$ cat config.mk
export PLATFORM = sky130hd
export DESIGN_NAME = secuenciador_cafetera_flat
export DESIGN_NICKNAME = d
export VERILOG_FILES = /design/src/rtl/secuenciador_cafetera_if.sv /design/src/rtl/secuenciador_cafetera.sv /design/src/flat_wrapper.sv
export SDC_FILE = /design/constraint.sdc
export NUM_CORES = 1
export LEC_CHECK = 0
export BUFFER_PORTS_ARGS = -buffer_cell sky130_fd_sc_hd__buf_4
export CAP_MARGIN = 10
export CORE_MARGIN = 10
export CORE_UTILIZATION = 40
export DETAILED_ROUTE_END_ITERATION = 7
export GPL_ROUTABILITY_DRIVEN = 0
export REMOVE_ABC_BUFFERS = 1
export SYNTH_ARGS = -nofsm -noshare
export SYNTH_HDL_FRONTEND = slang
export SYNTH_SLANG_ARGS = --single-unit
$ cat constraint.sdc
create_clock -name clk -period 2.35 [get_ports clk]
set_clock_uncertainty 0.05 [all_clocks]
set_input_delay 0.1175 -clock clk [delete_from_list [all_inputs] [get_ports clk]]
set_output_delay 0.1175 -clock clk [all_outputs]
set_load 0.01 [all_outputs]
$ cat src/rtl/secuenciador_cafetera_if.sv
// Signal bundle between the user-selection logic, the recipe-time mux and the valve sequencer.
// Latency: none (wires only); the sequencer registers every output it drives.
// Backpressure: none; start is a level and is simply ignored while the sequencer is busy.
// Optional macro PAUSE_EN adds the pausa input.
interface secuenciador_cafetera_if;
    logic       start;
    logic       cancel;
    logic [2:0] sel_in;
    logic [2:0] sel_out;
    logic [1:0] t_agua;
    logic [1:0] t_cafe;
    logic [1:0] t_leche;
    logic [1:0] t_chocolate;
    logic [1:0] t_azucar;
    logic       v_agua;
    logic       v_cafe;
    logic       v_leche;
    logic       v_chocolate;
    logic       v_azucar;
    logic [2:0] paso;
    logic       busy;
    logic       done;
    logic       error;
`ifdef PAUSE_EN
    logic       pausa;
`endif

    // Requester side: selection logic plus the recipe-time mux.
    modport master (
`ifdef PAUSE_EN
        output pausa,
`endif
        output start, cancel, sel_in,
        output t_agua, t_cafe, t_leche, t_chocolate, t_azucar,
        input  sel_out, v_agua, v_cafe, v_leche, v_chocolate, v_azucar,
        input  paso, busy, done, error
    );

    // Sequencer side.
    modport slave (
`ifdef PAUSE_EN
        input  pausa,
`endif
        input  start, cancel, sel_in,
        input  t_agua, t_cafe, t_leche, t_chocolate, t_azucar,
        output sel_out, v_agua, v_cafe, v_leche, v_chocolate, v_azucar,
        output paso, busy, done, error
    );
endinterface

$ cat src/rtl/secuenciador_cafetera.sv
// Runs one drink recipe: latches the drink code, captures five times, opens the valves in order.
// Latency: start sampled at E0 gives the first valve high after E2; each skipped zero-time step adds 1 cycle.
// Backpressure: start ignored while busy; cancel aborts LOAD/EVAL/RUN. Optional macro PAUSE_EN adds pausa.
module secuenciador_cafetera #(
    parameter int TICKS = 50000000
) (
    input logic                  clk,
    input logic                  rst,
    secuenciador_cafetera_if.slave bus
);
    localparam int PW = (TICKS > 1) ? $clog2(TICKS) : 1;
    localparam logic [PW-1:0] PRE_MAX = PW'(TICKS - 1);

    typedef enum logic [2:0] {IDLE, LOAD, EVAL, RUN, FIN} state_t;

    state_t          state_q, state_d;
    logic [2:0]      sel_q, sel_d;
    logic [2:0]      paso_q, paso_d;
    logic [4:0][1:0] tiempo_q, tiempo_d;
    logic [1:0]      unid_q, unid_d;
    logic [PW-1:0]   pre_q, pre_d;
    logic            abierta_q, abierta_d;
    logic [4:0]      valv_q, valv_d;
    logic            busy_q, busy_d;
    logic            done_q, done_d;
    logic            error_q, error_d;
    logic [1:0]      t_act;
    logic            pausa_w;

`ifdef PAUSE_EN
    assign pausa_w = bus.pausa;
`else
    assign pausa_w = 1'b0;
`endif

    // Time of the step currently addressed by paso.
    always_comb begin
        t_act = 2'd0;
        case (paso_q)
            3'd0:    t_act = tiempo_q[0];
            3'd1:    t_act = tiempo_q[1];
            3'd2:    t_act = tiempo_q[2];
            3'd3:    t_act = tiempo_q[3];
            3'd4:    t_act = tiempo_q[4];
            default: t_act = 2'd0;
        endcase
    end

    // Next-state and next-output computation for the recipe sequencer.
    always_comb begin
        state_d  = state_q;
        sel_d    = sel_q;
        paso_d   = paso_q;
        tiempo_d = tiempo_q;
        unid_d   = unid_q;
        pre_d    = pre_q;
        error_d  = 1'b0;

        case (state_q)
            IDLE: begin
                if (bus.start) begin
                    sel_d   = bus.sel_in;
                    paso_d  = 3'd0;
                    state_d = LOAD;
                end
            end
            LOAD: begin
                tiempo_d[0] = bus.t_agua;
                tiempo_d[1] = bus.t_cafe;
                tiempo_d[2] = bus.t_leche;
                tiempo_d[3] = bus.t_chocolate;
                tiempo_d[4] = bus.t_azucar;
                if ((bus.t_agua | bus.t_cafe | bus.t_leche | bus.t_chocolate | bus.t_azucar) == 2'd0) begin
                    error_d = 1'b1;
                    state_d = IDLE;
                end else begin
                    state_d = EVAL;
                end
            end
            EVAL: begin
                if (t_act == 2'd0) begin
                    if (paso_q < 3'd4) begin
                        paso_d = paso_q + 3'd1;
                    end else begin
                        state_d = FIN;
                    end
                end else begin
                    unid_d  = t_act;
                    pre_d   = '0;
                    state_d = RUN;
                end
            end
            RUN: begin
                // Count only cycles in which the valve was actually open, so a
                // pause never eats into the programmed time.
                if (abierta_q) begin
                    if (pre_q == PRE_MAX) begin
                        pre_d = '0;
                        if (unid_q == 2'd1) begin
                            unid_d = 2'd0;
                            if (paso_q < 3'd4) begin
                                paso_d  = paso_q + 3'd1;
                                state_d = EVAL;
                            end else begin
                                state_d = FIN;
                            end
                        end else begin
                            unid_d = unid_q - 2'd1;
                        end
                    end else begin
                        pre_d = pre_q + 1'b1;
                    end
                end
            end
            FIN: begin
                paso_d  = 3'd0;
                state_d = IDLE;
            end
            default: begin
                paso_d  = 3'd0;
                state_d = IDLE;
            end
        endcase

        // Abort wins over every transition of an active recipe.
        if (bus.cancel && (state_q == LOAD || state_q == EVAL || state_q == RUN)) begin
            state_d = IDLE;
            paso_d  = 3'd0;
            error_d = 1'b0;
        end

        // Valve opens the cycle RUN is entered; in RUN a sampled pausa closes it.
        abierta_d = (state_d == RUN) && !(state_q == RUN && pausa_w);
        valv_d    = abierta_d ? (5'b00001 << paso_d) : 5'b00000;
        busy_d    = (state_d != IDLE);
        done_d    = (state_d == FIN);
    end

    // State and registered outputs.
    always_ff @(posedge clk or posedge rst) begin
        if (rst) begin
            state_q   <= IDLE;
            sel_q     <= 3'd0;
            paso_q    <= 3'd0;
            tiempo_q  <= '0;
            unid_q    <= 2'd0;
            pre_q     <= '0;
            abierta_q <= 1'b0;
            valv_q    <= 5'b00000;
            busy_q    <= 1'b0;
            done_q    <= 1'b0;
            error_q   <= 1'b0;
        end else begin
            state_q   <= state_d;
            sel_q     <= sel_d;
            paso_q    <= paso_d;
            tiempo_q  <= tiempo_d;
            unid_q    <= unid_d;
            pre_q     <= pre_d;
            abierta_q <= abierta_d;
            valv_q    <= valv_d;
            busy_q    <= busy_d;
            done_q    <= done_d;
            error_q   <= error_d;
        end
    end

    assign bus.sel_out     = sel_q;
    assign bus.paso        = paso_q;
    assign bus.v_agua      = valv_q[0];
    assign bus.v_cafe      = valv_q[1];
    assign bus.v_leche     = valv_q[2];
    assign bus.v_chocolate = valv_q[3];
    assign bus.v_azucar    = valv_q[4];
    assign bus.busy        = busy_q;
    assign bus.done        = done_q;
    assign bus.error       = error_q;
endmodule
$ cat src/flat_wrapper.sv
// flat-port wrapper written by rule: the top's interface ports become plain ports
module secuenciador_cafetera_flat 
#(
    parameter int TICKS = 50000000
)
  (clk, rst, bus_start, bus_cancel, bus_sel_in, bus_t_agua, bus_t_cafe, bus_t_leche, bus_t_chocolate, bus_t_azucar, bus_sel_out, bus_v_agua, bus_v_cafe, bus_v_leche, bus_v_chocolate, bus_v_azucar, bus_paso, bus_busy, bus_done, bus_error);
  secuenciador_cafetera_if bus_i ();
  input logic clk;
  input logic rst;
  input wire logic [$bits(bus_i.start)-1:0] bus_start;
  input wire logic [$bits(bus_i.cancel)-1:0] bus_cancel;
  input wire logic [$bits(bus_i.sel_in)-1:0] bus_sel_in;
  input wire logic [$bits(bus_i.t_agua)-1:0] bus_t_agua;
  input wire logic [$bits(bus_i.t_cafe)-1:0] bus_t_cafe;
  input wire logic [$bits(bus_i.t_leche)-1:0] bus_t_leche;
  input wire logic [$bits(bus_i.t_chocolate)-1:0] bus_t_chocolate;
  input wire logic [$bits(bus_i.t_azucar)-1:0] bus_t_azucar;
  output wire logic [$bits(bus_i.sel_out)-1:0] bus_sel_out;
  output wire logic [$bits(bus_i.v_agua)-1:0] bus_v_agua;
  output wire logic [$bits(bus_i.v_cafe)-1:0] bus_v_cafe;
  output wire logic [$bits(bus_i.v_leche)-1:0] bus_v_leche;
  output wire logic [$bits(bus_i.v_chocolate)-1:0] bus_v_chocolate;
  output wire logic [$bits(bus_i.v_azucar)-1:0] bus_v_azucar;
  output wire logic [$bits(bus_i.paso)-1:0] bus_paso;
  output wire logic [$bits(bus_i.busy)-1:0] bus_busy;
  output wire logic [$bits(bus_i.done)-1:0] bus_done;
  output wire logic [$bits(bus_i.error)-1:0] bus_error;
  assign bus_i.start = bus_start;
  assign bus_i.cancel = bus_cancel;
  assign bus_i.sel_in = bus_sel_in;
  assign bus_i.t_agua = bus_t_agua;
  assign bus_i.t_cafe = bus_t_cafe;
  assign bus_i.t_leche = bus_t_leche;
  assign bus_i.t_chocolate = bus_t_chocolate;
  assign bus_i.t_azucar = bus_t_azucar;
  assign bus_sel_out = bus_i.sel_out;
  assign bus_v_agua = bus_i.v_agua;
  assign bus_v_cafe = bus_i.v_cafe;
  assign bus_v_leche = bus_i.v_leche;
  assign bus_v_chocolate = bus_i.v_chocolate;
  assign bus_v_azucar = bus_i.v_azucar;
  assign bus_paso = bus_i.paso;
  assign bus_busy = bus_i.busy;
  assign bus_done = bus_i.done;
  assign bus_error = bus_i.error;
  secuenciador_cafetera #(.TICKS(TICKS)) u_core (.clk(clk), .rst(rst), .bus(bus_i));
endmodule
## After elaboration in Yosys (flattened, before gate mapping)

Index checks and enable logic that the tools add are counted.

| storage, ports and cells | value |
|---|---|
| output and inout port bits | 14 |
| memories | 0 |
| logic and storage cells | 82 |
| bits in latches | 0 |
| memory bits (writable) | 0 |
| register bits | 56 |
| ROM bits | 0 |

| operators by class | value |
|---|---|
| bitwise gates (word level) | 4 |
| $add $sub $neg | 3 |
| $lt $le $gt $ge | 1 |
| reductions and logical operators | 12 |
| div/mod/pow operators | 0 |
| shifts and indexed selects | 1 |
| multipliers | 0 |
| muxes and demuxes | 32 |
| eq/ne operators | 14 |

Operator list:

| kind | number |
|---|---|
| two-way mux 26 bit | 3 |
| case mux 26 bit (2 select lines) | 1 |
| two-way mux 3 bit | 15 |
| adder 26 x 1 -> 26 bit, second input constant | 1 |
| == test 26 bit, second input constant | 1 |
| case mux 3 bit (4 select lines) | 2 |
| == test 3 x 2 -> 1 bit, second input constant | 5 |
| two-way mux 2 bit | 5 |
| case mux 2 bit (5 select lines) | 1 |
| bitwise OR 2 bit | 4 |
| == test 3 x 1 -> 1 bit, second input constant | 2 |
| == test 3 bit, second input constant | 2 |
| zero test 3 bit | 2 |
| two-way mux 5 bit | 1 |
| left shift 1 x 3 -> 5 bit, first input constant | 1 |
| zero test 2 bit | 2 |
| != test 2 x 1 -> 1 bit, second input constant | 2 |
| case mux 2 bit (2 select lines) | 1 |
| AND reduction 4 bit | 1 |
| adder 3 x 1 -> 3 bit, second input constant | 1 |
| less-than comparator 3 bit, second input constant | 1 |
| two-way mux 1 bit | 3 |
| AND reduction 3 bit | 1 |
| nonzero test 3 bit | 1 |
| 7 further kinds | 8 |

## Logic depth before layout (Yosys ltp)

Gate-level depths: netlist of the first run.

| depth | value |
|---|---|
| depth after elaboration | 10 |
| mapped depth | 9 |
| depth with buffers taken out | 7 |

## Worst setup path after synthesis of the first run

Ideal clock, no wire load.

| timing path | value |
|---|---|
| path kind | register to register |
| from | reg u_core.paso_q[0], in the netlist u_core.bus.paso[0] |
| to | reg u_core.pre_q[22] |
| cell stages (with the launch flop) | 10 |
| period minus slack after synthesis | 2221 ps |
| buffers on the path | 2 |
| arrival | 2093 ps |
| slack | 129 ps |
| path through | dfrtp_1 -> inv_1 -> ha_1 -> a22oi_1 -> nand4_1 -> o211ai_2 -> buf_4 -> buf_2 -> a21oi_1 -> o2bb2ai_1 |

| on the way | value |
|---|---|
| cells in the longest elaborated chain, start to end | 5 |

RTL lines:

| element | RTL line | RTL |
|---|---|---|
| start, declared | secuenciador_cafetera.sv:18 | `logic [2:0] paso_q, paso_d;` |
| start signal, assigned | secuenciador_cafetera.sv:156 | `paso_q <= paso_d;` |
| == test 3 bit, or another cell as far along | secuenciador_cafetera.sv:39 | `case (paso_q)` |
| case mux 2 bit (5 select lines) * | secuenciador_cafetera.sv:39 |  |
| zero test 2 bit * | secuenciador_cafetera.sv:81 | `if (t_act == 2'd0) begin` |
| != test 2 bit (no line) * | - |  |
| AND reduction 3 bit (no line) * | - |  |
| end signal, assigned | secuenciador_cafetera.sv:159 | `pre_q <= pre_d;` |
| end, declared | secuenciador_cafetera.sv:21 | `logic [PW-1:0] pre_q, pre_d;` |

Mark *: on every way between the ends. The rest lies on a longest branch, timed or not.
A chain may end at the register's enable or synchronous reset.

## Worst setup path in the final report of the first run

| timing path | value |
|---|---|
| from | reg u_core.pre_q[0] |
| to | reg u_core.pre_q[20] |

| on the way | value |
|---|---|
| cells in the longest elaborated chain, start to end | 4 |

RTL lines:

| element | RTL line | RTL |
|---|---|---|
| adder 26 x 1 -> 26 bit / == test 26 bit (equally long branches) | secuenciador_cafetera.sv:111, secuenciador_cafetera.sv:97 |  |
| two-way mux 26 bit * | secuenciador_cafetera.sv:97 | `if (pre_q == PRE_MAX) begin` |
| two-way mux 26 bit * | secuenciador_cafetera.sv:96 | `if (abierta_q) begin` |
| case mux 26 bit (2 select lines) * | secuenciador_cafetera.sv:59 | `case (state_q)` |

Mark *: on every way between the ends. The rest lies on a longest branch, timed or not. The select of a mux whose other input is x is not followed.

==> metrics.yaml, run 1 <==
synth_top_area_share_pct: 45.6
tightest_slew_ps: 497
crit_path_start_kind: "register"
required_ps: 2540
synth-seq-area-share_pct: 45.6
routedWlPerCell_um: 16.1
synth_edf_count: 0
max_cap_viol_count: 0
syn_to_final_growth_pct: 24.2
postCtsSetupRepairBufs: 0
synth_warnings: 0
netlist_top_cells_count: "dfrtp_1 (56), nand3_1 (23), o21ai_0 (21)"
cts_tree: "yes"
hold_path_class: "primary input to register"
yosys.area.top_type: "dfrtp_1"
path_clk_slew_ps: 100
clkLatencyLatePin_ps: 310
cts-root-buf: "clkbuf_8"
port_buffers: 30
hold_viol: 0
rrSetupSlack_ps: 130
slew_viol_final: 0
syn-cell-area_um2: 3070
layout.area.seq_um2: 1400
avgSynthCellArea_um2: 9.52
cts_buffer_depth: 2
yosys_register_bits: 56
cp_data_arrival_time_ps: 2400
grtUsageTotal_pct: 13.8
power_density_nw_per_um2: 846
yosysMostFrequentCell: "dfrtp_1"
wirelength_mm: 7.84
syn_inst: 323
setup_viol: 0
drt_iter0_drc: 231
cts.sinks: 56
finalWorstSetupSlack_ps: 133
die_w_um: 108
hpwl_mm: 5.58
synth_area_leaders: "dfrtp_1 (46%), mux2_2 (5.5%), nand3_1 (3.7%)"
ys_types: 52
synthArstFlopShare_pct: 100
dpl_worst_slack_ps: 6.42
setup-tns-final_ps: 0
cts_buffers: 5
initial_core_util_pct: 41.7
fillCellCount: 691
irDropWorstVdd_v: 0.000608
grt_pass1_vias: 2631
drc: 0
via_per_inst: 5.52
p_leak_nw: 1.67
crit_chain: "ha_1, and3_1, and2_1, a41o_1, buf_4, or4_1, o21ai_1"
overflow: 0
design.die.area_um2: 11600
htreeDepth: 2
multi_input_area_um2: 1540
antennaDiodeCount: 0
placeableCoreArea_um2: 7370
grt_pass1_wl_mm: 13.2
ant_nets: 0
dr_total_vias: 2682
dr.pass1.iters: 5
layout.nets: 409
placement_rows: 31
rsz0062_at_grt: "false"
pin_count: 31
utilization_pct: 51.8
die_h_um: 108
ys.flop_type: "dfrtp_1"
drive_gt1_share_pct: 22.2
period_share_pct: 94.3
final_area_um2: 3820
placed_area_um2: 3560
cp_max_fo: 10
status: "finished clean"
grt_start_max_net_pins: 57
fin_crit_ps: 2220
slew_headroom_pct: 66.0
critical_path_class: "register to register"
crit_path_end_kind: "register"
cpPeakStageDelay_ps: 460
antenna_found_initial: 0
slowest_stage: "or4_1"
fmax_mhz: 451
state kept, by name, summed over array words and instances (netlist names):
name	flops
u_core.valv_q	5
u_core.pre_q	26
u_core.abierta_q	1
u_core.bus.sel_out	3
u_core.bus.busy	1
u_core.unid_q	2
u_core.bus.error	1
u_core.bus.paso	3
u_core.bus.done	1
u_core.tiempo_q	10
u_core.state_q	3
cell families (layout without fill, tap and decap cells):
logic type               Yosys count  count (layout)  share of synthesized area [%]
AO/OA/AOI/OAI                     81              81                           17.5
adder cells (fa/ha/maj)            6               6                           2.44
buffers and inverters             32              96                           4.76
flip-flops                        56              56                           45.6
multiplexers                      17              17                           6.15
AND/OR/NAND/NOR                  131             131                           23.6
routing by layer:
metal / global-route usage (%) / vias up / part of all wire [%]
met5: 0 / - / 0
met4: 3.15 / 0 / 0.69
met3: 2.63 / 4 / 3.4
met2: 20.7 / 43 / 46
met1: 20.0 / 1306 / 50
li1: - / 1329 / -
worst max-delay path, delay by kind of cell, from the launching register on:
| family | cells | cell delay, ps |
|---|---|---|
| DFF | 1 | 390 |
| AOI/OAI and AO/OA | 2 | 430 |
| adders and majority gates | 1 | 210 |
| and+or+nand+nor | 3 | 840 |
| buffers and inverters | 1 | 220 |
what timing repair did:
item / 4_1_cts / 5_1_grt
hold buffers: 14 / 0
pin swaps: 0 / 2
setup endpoints to repair: 3 / 18
endpoints found under the hold margin: 69 / 0
resized for setup: 2 / 3
cloned: 0 / 0
through the flow:
| stage | instances | power [mW] | hold slack (ps) |
|---|---|---|---|
| 2_1_floorplan | 309 | 2.07 | 137 |
| 3_3_place_gp | 464 | 2.60 | 155 |
| 3_5_place_dp | 464 | 2.62 | 161 |
| 4_1_cts | 486 | 3.22 | 1.20 |
| 5_1_grt | 486 | 3.47 | 9.55 |
| 6_report | 486 | 3.23 | 10.1 |
report_power, final:
group	total, mW	switching (mW)	internal, mW
Sequential	1.26	0.116	1.15
Clock	0.559	0.320	0.239
Combinational	1.41	0.766	0.643
Total	3.23	1.20	2.03
path summary, 6_finish.rpt:
check | endpoint | depth (start not counted) | startpoint
min in group asynchronous | u_core.pre_q[24] | 4 | rst
worst min-delay path | u_core.tiempo_q[3] | 2 | bus_t_cafe[1]
worst min register to register | u_core.bus.sel_out[0] | 1 | u_core.bus.sel_out[0]
max in group asynchronous | u_core.pre_q[15] | 4 | rst
worst max-delay path | u_core.pre_q[20] | 7 | u_core.pre_q[0]
worst max register to register | u_core.pre_q[20] | 7 | u_core.pre_q[0]
cell type report:
| cell class | instances | area share, % |
|---|---|---|
| Clock inverter | 2 | 0.393 |
| Inverter | 18 | 1.77 |
| Multi-Input combinational cell | 235 | 40.4 |
| Tap cell | 99 | 3.24 |
| Sequential cell | 56 | 36.7 |
| Clock buffer | 6 | 2.16 |
| Timing Repair Buffer | 70 | 15.3 |
cell usage in the layout (no fill, tap or decap), drive strengths merged, types with 6 or more instances in the layout:
cell type / instances
nor4: 8
a21oi: 19
nor3: 9
inv: 18
and4: 8
o21ai: 22
buf: 56
nand3: 23
clkbuf: 6
nand4: 8
ha: 6
a22o: 6
nand2: 20
nor2: 18
or4: 6
dfrtp: 56
mux2: 15
and3: 12
dlygate4sd3: 14
(Power assumes the default switching activity.)
==> run 2, diff against run 1 <==
- ABC_AREA: not set -> 1
==> run 2 against run 1 <==
  * Die area rose by 2.2%
  * Combinational power shrank 9%
  * Design area down 3.3%
  * Critical endpoint is now u_core.pre_q[19]
  * Cell count grew 12%
  * Maximum frequency up 4.0%
==> metrics.yaml, run 2 <==
status: "finished clean"
setup-tns-final_ps: 0  # unchanged
critical_path.reg2reg.startpoint: "u_core.bus.paso[1]"
drc: 0  # unchanged
rrSetupSlack_ps: 220  # +80 ps
top_regs: "u_core.pre_q x26, u_core.tiempo_q x10, u_core.valv_q x5"
syn_inst: 397  # +23%
dr_total_vias: 2685  # +0.11%
power.switching_mw: 1.31  # +8.9%
period_share_pct: 90.7  # -3.6 points
layout.nets: 464  # +13%
cts.sinks: 56  # unchanged
fmax_mhz: 469  # +4.0%
critical_path_class: "register to register"
fin_crit_ps: 2130  # -84.7 ps
p_leak_nw: 1.79  # +7.5%
slew_headroom_pct: 72.7  # +6.7 points
postCtsSetupRepairBufs: 0  # unchanged
reg2reg_depth: 12  # +5
ys_types: 36  # -31%
yosys.area.top_type: "dfrtp_1"
htreeDepth: 2  # unchanged
dr.pass1.iters: 4  # -1
cts_buffers: 5  # unchanged
required_ps: 2500  # -40 ps
pwr-share-seq_pct: 40.1  # +1.0 points
die_h_um: 109  # +1.1%
sw_frac_of_total_pct: 40.4  # +3.2 points
synth_warnings: 0  # unchanged
yosys_register_bits: 56  # unchanged
yosysMostFrequentCell: "nand2_1"
clkPwrFrac_pct: 20.2  # +2.9 points
grt_pass1_vias: 2772  # +5.4%
hpwl_mm: 5.75  # +3.2%
hold_depth: 3  # +1
antenna_found_initial: 0  # unchanged
avgSynthCellArea_um2: 7.95  # -16%
cts_tree: "yes"
cp_max_fo: 18  # +8
crit_path_end_kind: "register"
synth_area_leaders: "dfrtp_1 (44%), nand2_1 (10%), nor2_1 (6.8%)"
grt_start_max_net_pins: 25  # -56%
largest_register_ffs: 26  # unchanged
port_buffers: 30  # unchanged
via_per_inst: 4.94  # -11%
setup_viol: 0  # unchanged
ant_nets: 0  # unchanged
antennaDiodeCount: 0  # unchanged
routedWlPerCell_um: 13.7  # -15%
drive_gt1_share_pct: 18.3  # -3.9 points
largest_register: "u_core.pre_q"
total_power_mw: 3.24  # +0.17%
synth_edf_count: 0  # unchanged
slew_viol_final: 0  # unchanged
cts-root-buf: "clkbuf_8"
netlist_top_cells_count: "nand2_1 (87), nor2_1 (57), dfrtp_1 (56)"
cp_data_arrival_time_ps: 2280  # -120 ps
cts_buffer_depth: 2  # unchanged
max_cap_viol_count: 0  # unchanged
synth-seq-area-share_pct: 44.4  # -1.2 points
power_density_nw_per_um2: 876  # +3.6%
path_clk_slew_ps: 100  # about the same
clkLatencyLatePin_ps: 310  # about the same
initial_core_util_pct: 41.1  # -0.63 points
placeableCoreArea_um2: 7690  # +4.3%
grt_pass1_wl_mm: 12.7  # -3.9%
grtUsageTotal_pct: 13.1  # -0.75 points
overflow: 0  # unchanged
pin_count: 31  # unchanged
crit_path_start_kind: "register"
synth_top_area_share_pct: 44.4  # -1.2 points
ys.flop_type: "dfrtp_1"
tightest_slew_ps: 408  # -88.8 ps
hold_start: "bus_t_azucar[1]"
layout_commonest_cell: "nand2_1"
rsz0062_at_grt: "false"
timing.rr.end: "u_core.pre_q[19]"
pwr-share-comb_pct: 39.7  # -3.9 points
placement_rows: 32  # +3.2%
p_int_mw: 1.93  # -5.0%
hold_path_class: "primary input to register"
irDropWorstVdd_v: 0.000516  # -15%
drt_iter0_drc: 103  # -55%
wirelength_mm: 7.45  # -4.9%
min_to: "u_core.tiempo_q[9]"
synthArstFlopShare_pct: 100  # unchanged
syn_to_final_growth_pct: 17.0
syn-cell-area_um2: 3160  # +2.7%
design.die.area_um2: 11800  # +2.2%
hold_viol: 0  # unchanged
final_cell_mix: "nand2_1 (87), nor2_1 (57), dfrtp_1 (55)"
die_w_um: 109  # +1.1%
==> run 2: cell types whose count changed after synthesis, moves of 8 or more <==
cell / previous run / this run
a21oi_1: 19 / 7
and3_1: 12 / 1
and4_1: 8 / 0
inv_1: 18 / 43
mux2_2: 15 / 7
nand2_1: 20 / 87
nand3_1: 23 / 34
nor2_1: 18 / 57
o21ai_0: 21 / 11
xor2_1: 0 / 15
==> run 2: worst max-delay path by stage <==
stage | start | end | cells after the start
after floorplan | u_core.state_q[2] | u_core.pre_q[12] | 9
after global placement | u_core.bus.paso[0] | u_core.pre_q[19] | 12
after detailed placement | u_core.bus.paso[0] | u_core.pre_q[19] | 12
after CTS | u_core.bus.paso[0] | u_core.pre_q[19] | 12
after global routing | u_core.bus.paso[0] | u_core.pre_q[20] | 12
final | u_core.bus.paso[1] | u_core.pre_q[19] | 12
==> run 2: routing by layer <==
| layer | vias up | global-route usage, % | share of wire, % |
|---|---|---|---|
| li1 | 1361 | - | - |
| met4 | 0 | 3.30 | 1.1 |
| met1 | 1251 | 15.4 | 45 |
| met3 | 10 | 3.42 | 4.3 |
| met2 | 63 | 23.1 | 49 |
| met5 | - | 0 | 0 |
==> run 2: layout make-up <==
type,instances,area [um2]
inverters,49,184
fillers,780,3990
well taps,102,128
repair buffers,44,353
flip-flops and latches,56,1400
clock buffers,6,72.6
multi-input cells,285,1520
clock inverters,2,38.8
==> run 2: through the flow <==
stage / area, um2 / hold WS, ps / setup WS (ps) / instances / utilization, %
floorplan: 3100 / 140 / 290 / 390 / -
global placement: 3490 / 45.7 / 263 / 527 / 45.4
detailed placement: 3490 / 53.5 / 193 / 527 / 45.4
CTS: 3690 / 27.7 / 166 / 544 / 48.0
global route: 3690 / 23.0 / 28.6 / 544 / 48.0
finish: 3690 / 33.4 / 218 / 544 / 48.0
==> run 2: power by group through the flow <==
stage          clock network [mW]  registers [mW]  logic [mW]
6_report                    0.653            1.30        1.29
5_1_grt                     0.728            1.32        1.45
4_1_cts                     0.674            1.30        1.30
3_5_place_dp                    0            1.32        1.28
3_3_place_gp                    0            1.31        1.27
2_1_floorplan                   0            1.30       0.856
==> run 2: repair_timing <==
action,CTS,global route
resized for setup,0,1
endpoints found under the setup margin,0,6
hold buffers,9,0
hold endpoints to repair,21,0
==> run 2: logic make-up (layout without fill, tap and decap cells) <==
family,count (synthesis),in the layout,synth area share [%]
xor gates and xnor gates,18,18,4.99
AOI/OAI and AO/OA,30,30,5.78
and+or+nand+nor,224,224,32.3
buffers and inverters,56,101,7.65
DFF,56,56,44.4
adders and majority gates,6,6,2.38
muxes,7,7,2.50
==> run 2: worst max-delay path, stage by stage (launching register included) <==
cell     delay, ps
dfrtp_1        450
inv_1          100
ha_1           230
nand3_1         90
nand3_1         90
nor2_2         130
nand2_1         80
nand2_2        100
nand2_4        150
buf_4          250
nand2_1         90
xor2_1         150
nor2_1          50
==> run 3, diff against run 2 <==
- RECOVER_POWER: not set -> 50
- SKIP_CTS_REPAIR_TIMING: not set -> 1
==> run 3 against run 2 <==
  * Register-to-register slack is essentially flat
  * Worst hold slack lost 0.75 ps
  * First-iteration DRC count grew 6.8%
  * Non-clock buffer count is the same
  * Power shrank 1.4%
  * Core utilization shrank 0.62 points
  * Sequential power is essentially flat
  * Largest cell class unchanged
  * Critical path depth is the same
  * Wire length shrank 0.56%
  * Sequential cell count is the same
  * Largest power group unchanged
  * Design area shrank 1.3%
==> metrics.yaml, run 3 (synthesis results as in run 2) <==
power_density_nw_per_um2: 875  # -0.16%
routedWlPerCell_um: 13.6  # -0.56%
finalWorstSetupSlack_ps: 224  # +5.60 ps
antennaDiodeCount: 0  # unchanged
grt_start_max_net_pins: 25  # unchanged
rrSetupSlack_ps: 220  # about the same
hold_path_class: "primary input to register"
hold_depth: 3  # unchanged
ant_nets: 0  # unchanged
via_per_inst: 4.94  # +0.11%
fillCellCount: 783  # +0.38%
grtUsageTotal_pct: 13.0  # -0.12 points
die_h_um: 109  # unchanged
irDropWorstVdd_v: 0.000515  # -0.17%
critical-path-top-delay-family: "simple AND/OR/NAND/NOR gates"
die_w_um: 109  # unchanged
reg2reg_depth: 12  # unchanged
hold_start: "bus_t_azucar[1]"
antenna_found_initial: 0  # unchanged
placeableCoreArea_um2: 7690  # unchanged
port_buffers: 30  # unchanged
worstSetupStartpoint: "u_core.bus.paso[1]"
fmax_mhz: 470  # +0.26%
cts_tree: "yes"
top_regs: "u_core.pre_q x26, u_core.tiempo_q x10, u_core.valv_q x5"
drive_gt1_share_pct: 15.4  # -2.9 points
syn_to_final_growth_pct: 15.5
cts_buffers: 5  # unchanged
utilization_pct: 47.4  # -0.62 points
path_clk_slew_ps: 110  # about the same
hpwl_mm: 5.75  # unchanged
dp_cells: 527  # unchanged
drc: 0  # unchanged
crit_path_end_kind: "register"
wirelength_mm: 7.41  # -0.56%
min_to: "u_core.tiempo_q[9]"
critical_path_class: "register to register"
fin_cells: 544  # unchanged
largest_register: "u_core.pre_q"
required_ps: 2500  # about the same
period_share_pct: 90.5  # -0.24 points
crit_path_start_kind: "register"
setup_viol: 0  # unchanged
drt_iter0_drc: 110  # +6.8%
cpPeakStageDelay_ps: 450  # about the same
crit_chain: "inv_1, ha_1, nand3_1, nand3_1, nor2_2, nand2_1, nand2_2, nand2_4, buf_4, nand2_1, xor2_1, nor2_1"
slowest_stage: "dfrtp_1"
setup-tns-final_ps: 0  # unchanged
grt_pass1_vias: 2733  # -1.4%
path_buf_inv: 2  # unchanged
dr.pass1.iters: 4  # unchanged
design.die.area_um2: 11800  # unchanged
largest_register_ffs: 26  # unchanged
overflow: 0  # unchanged
critical_path.reg2reg.startpoint: "u_core.bus.paso[1]"
p_leak_nw: 1.74  # -2.6%
cts-root-buf: "clkbuf_8"
placement_rows: 32  # unchanged
rsz0062_at_grt: "false"
cts_buffer_depth: 2  # unchanged
pin_count: 31  # unchanged
htreeDepth: 2  # unchanged
hold_viol: 0  # unchanged
cp_data_arrival_time_ps: 2280  # about the same
clkLatencyLatePin_ps: 310  # about the same
dpl_worst_slack_ps: 193  # unchanged
final_cell_mix: "nand2_1 (87), nor2_1 (57), dfrtp_1 (55)"
max_cap_viol_count: 0  # unchanged
fin_crit_ps: 2130  # -5.60 ps
tightest_slew_ps: 1010  # +600 ps
initial_core_util_pct: 41.1  # unchanged
layout.nets: 464  # unchanged
timing.rr.end: "u_core.pre_q[19]"
cts.sinks: 56  # unchanged
slew_headroom_pct: 32.8  # -40 points
layout_commonest_cell: "nand2_1"
slew_viol_final: 0  # unchanged
cp_max_fo: 18  # unchanged
grt_pass1_wl_mm: 12.6  # -1.1%
dr_total_vias: 2688  # +0.11%
status: "finished clean"
[run 3: per-stage QoR]
step | cell area, um2 | hold WS [ps] | total power [mW]
detailed placement | 3490 | 53.5 | 2.60
CTS | 3600 | -294 | 3.26
floorplan | 3100 | 140 | 2.16
global route | 3650 | 23.0 | 3.46
global placement | 3490 | 45.7 | 2.58
finish | 3650 | 32.6 | 3.19
[run 3: cell type report]
type	instances	area (um2)	share of cell area, %
Clock buffer	6	72.6	1.99
Sequential cell	56	1400	38.5
Inverter	49	184	5.04
Multi-Input combinational cell	285	1520	41.6
Clock inverter	2	38.8	1.06
Tap cell	102	128	3.50
Timing Repair Buffer	44	305	8.37
[run 3: worst max path at each step]
stage                       endpoint  cells past startpoint
finish              u_core.pre_q[19]                     12
global route        u_core.pre_q[20]                     12
CTS                 u_core.pre_q[19]                     12
detailed placement  u_core.pre_q[19]                     12
global placement    u_core.pre_q[19]                     12
floorplan           u_core.pre_q[12]                      9
[run 3: worst register-to-register path: stages (launching register included)]
cell and delay (ps):
dfrtp_1 450, inv_1 100, ha_1 230, nand3_1 90, nand3_1 90, nor2_2 130
nand2_1 80, nand2_2 100, nand2_4 150, buf_4 250, nand2_1 100, xor2_1 150
nor2_1 50
[run 3: per-layer routing]
layer  part of all wire (%)  vias up  routed length, um  global-route usage, %
met3                    4.7       10                348                   3.60
li1                       -     1361                  -                      -
met5                      0        -                  0                      0
met1                     45     1257               3310                   15.1
met4                    1.3        0                 99                   3.30
met2                     49       60               3650                   23.0
[run 3: where the power goes]
group | internal (mW) | total (mW) | switching, mW | leakage [nW]
Combinational | 0.400 | 1.24 | 0.838 | 0.945
Sequential | 1.17 | 1.30 | 0.130 | 0.742
Clock | 0.323 | 0.655 | 0.332 | 0.0558
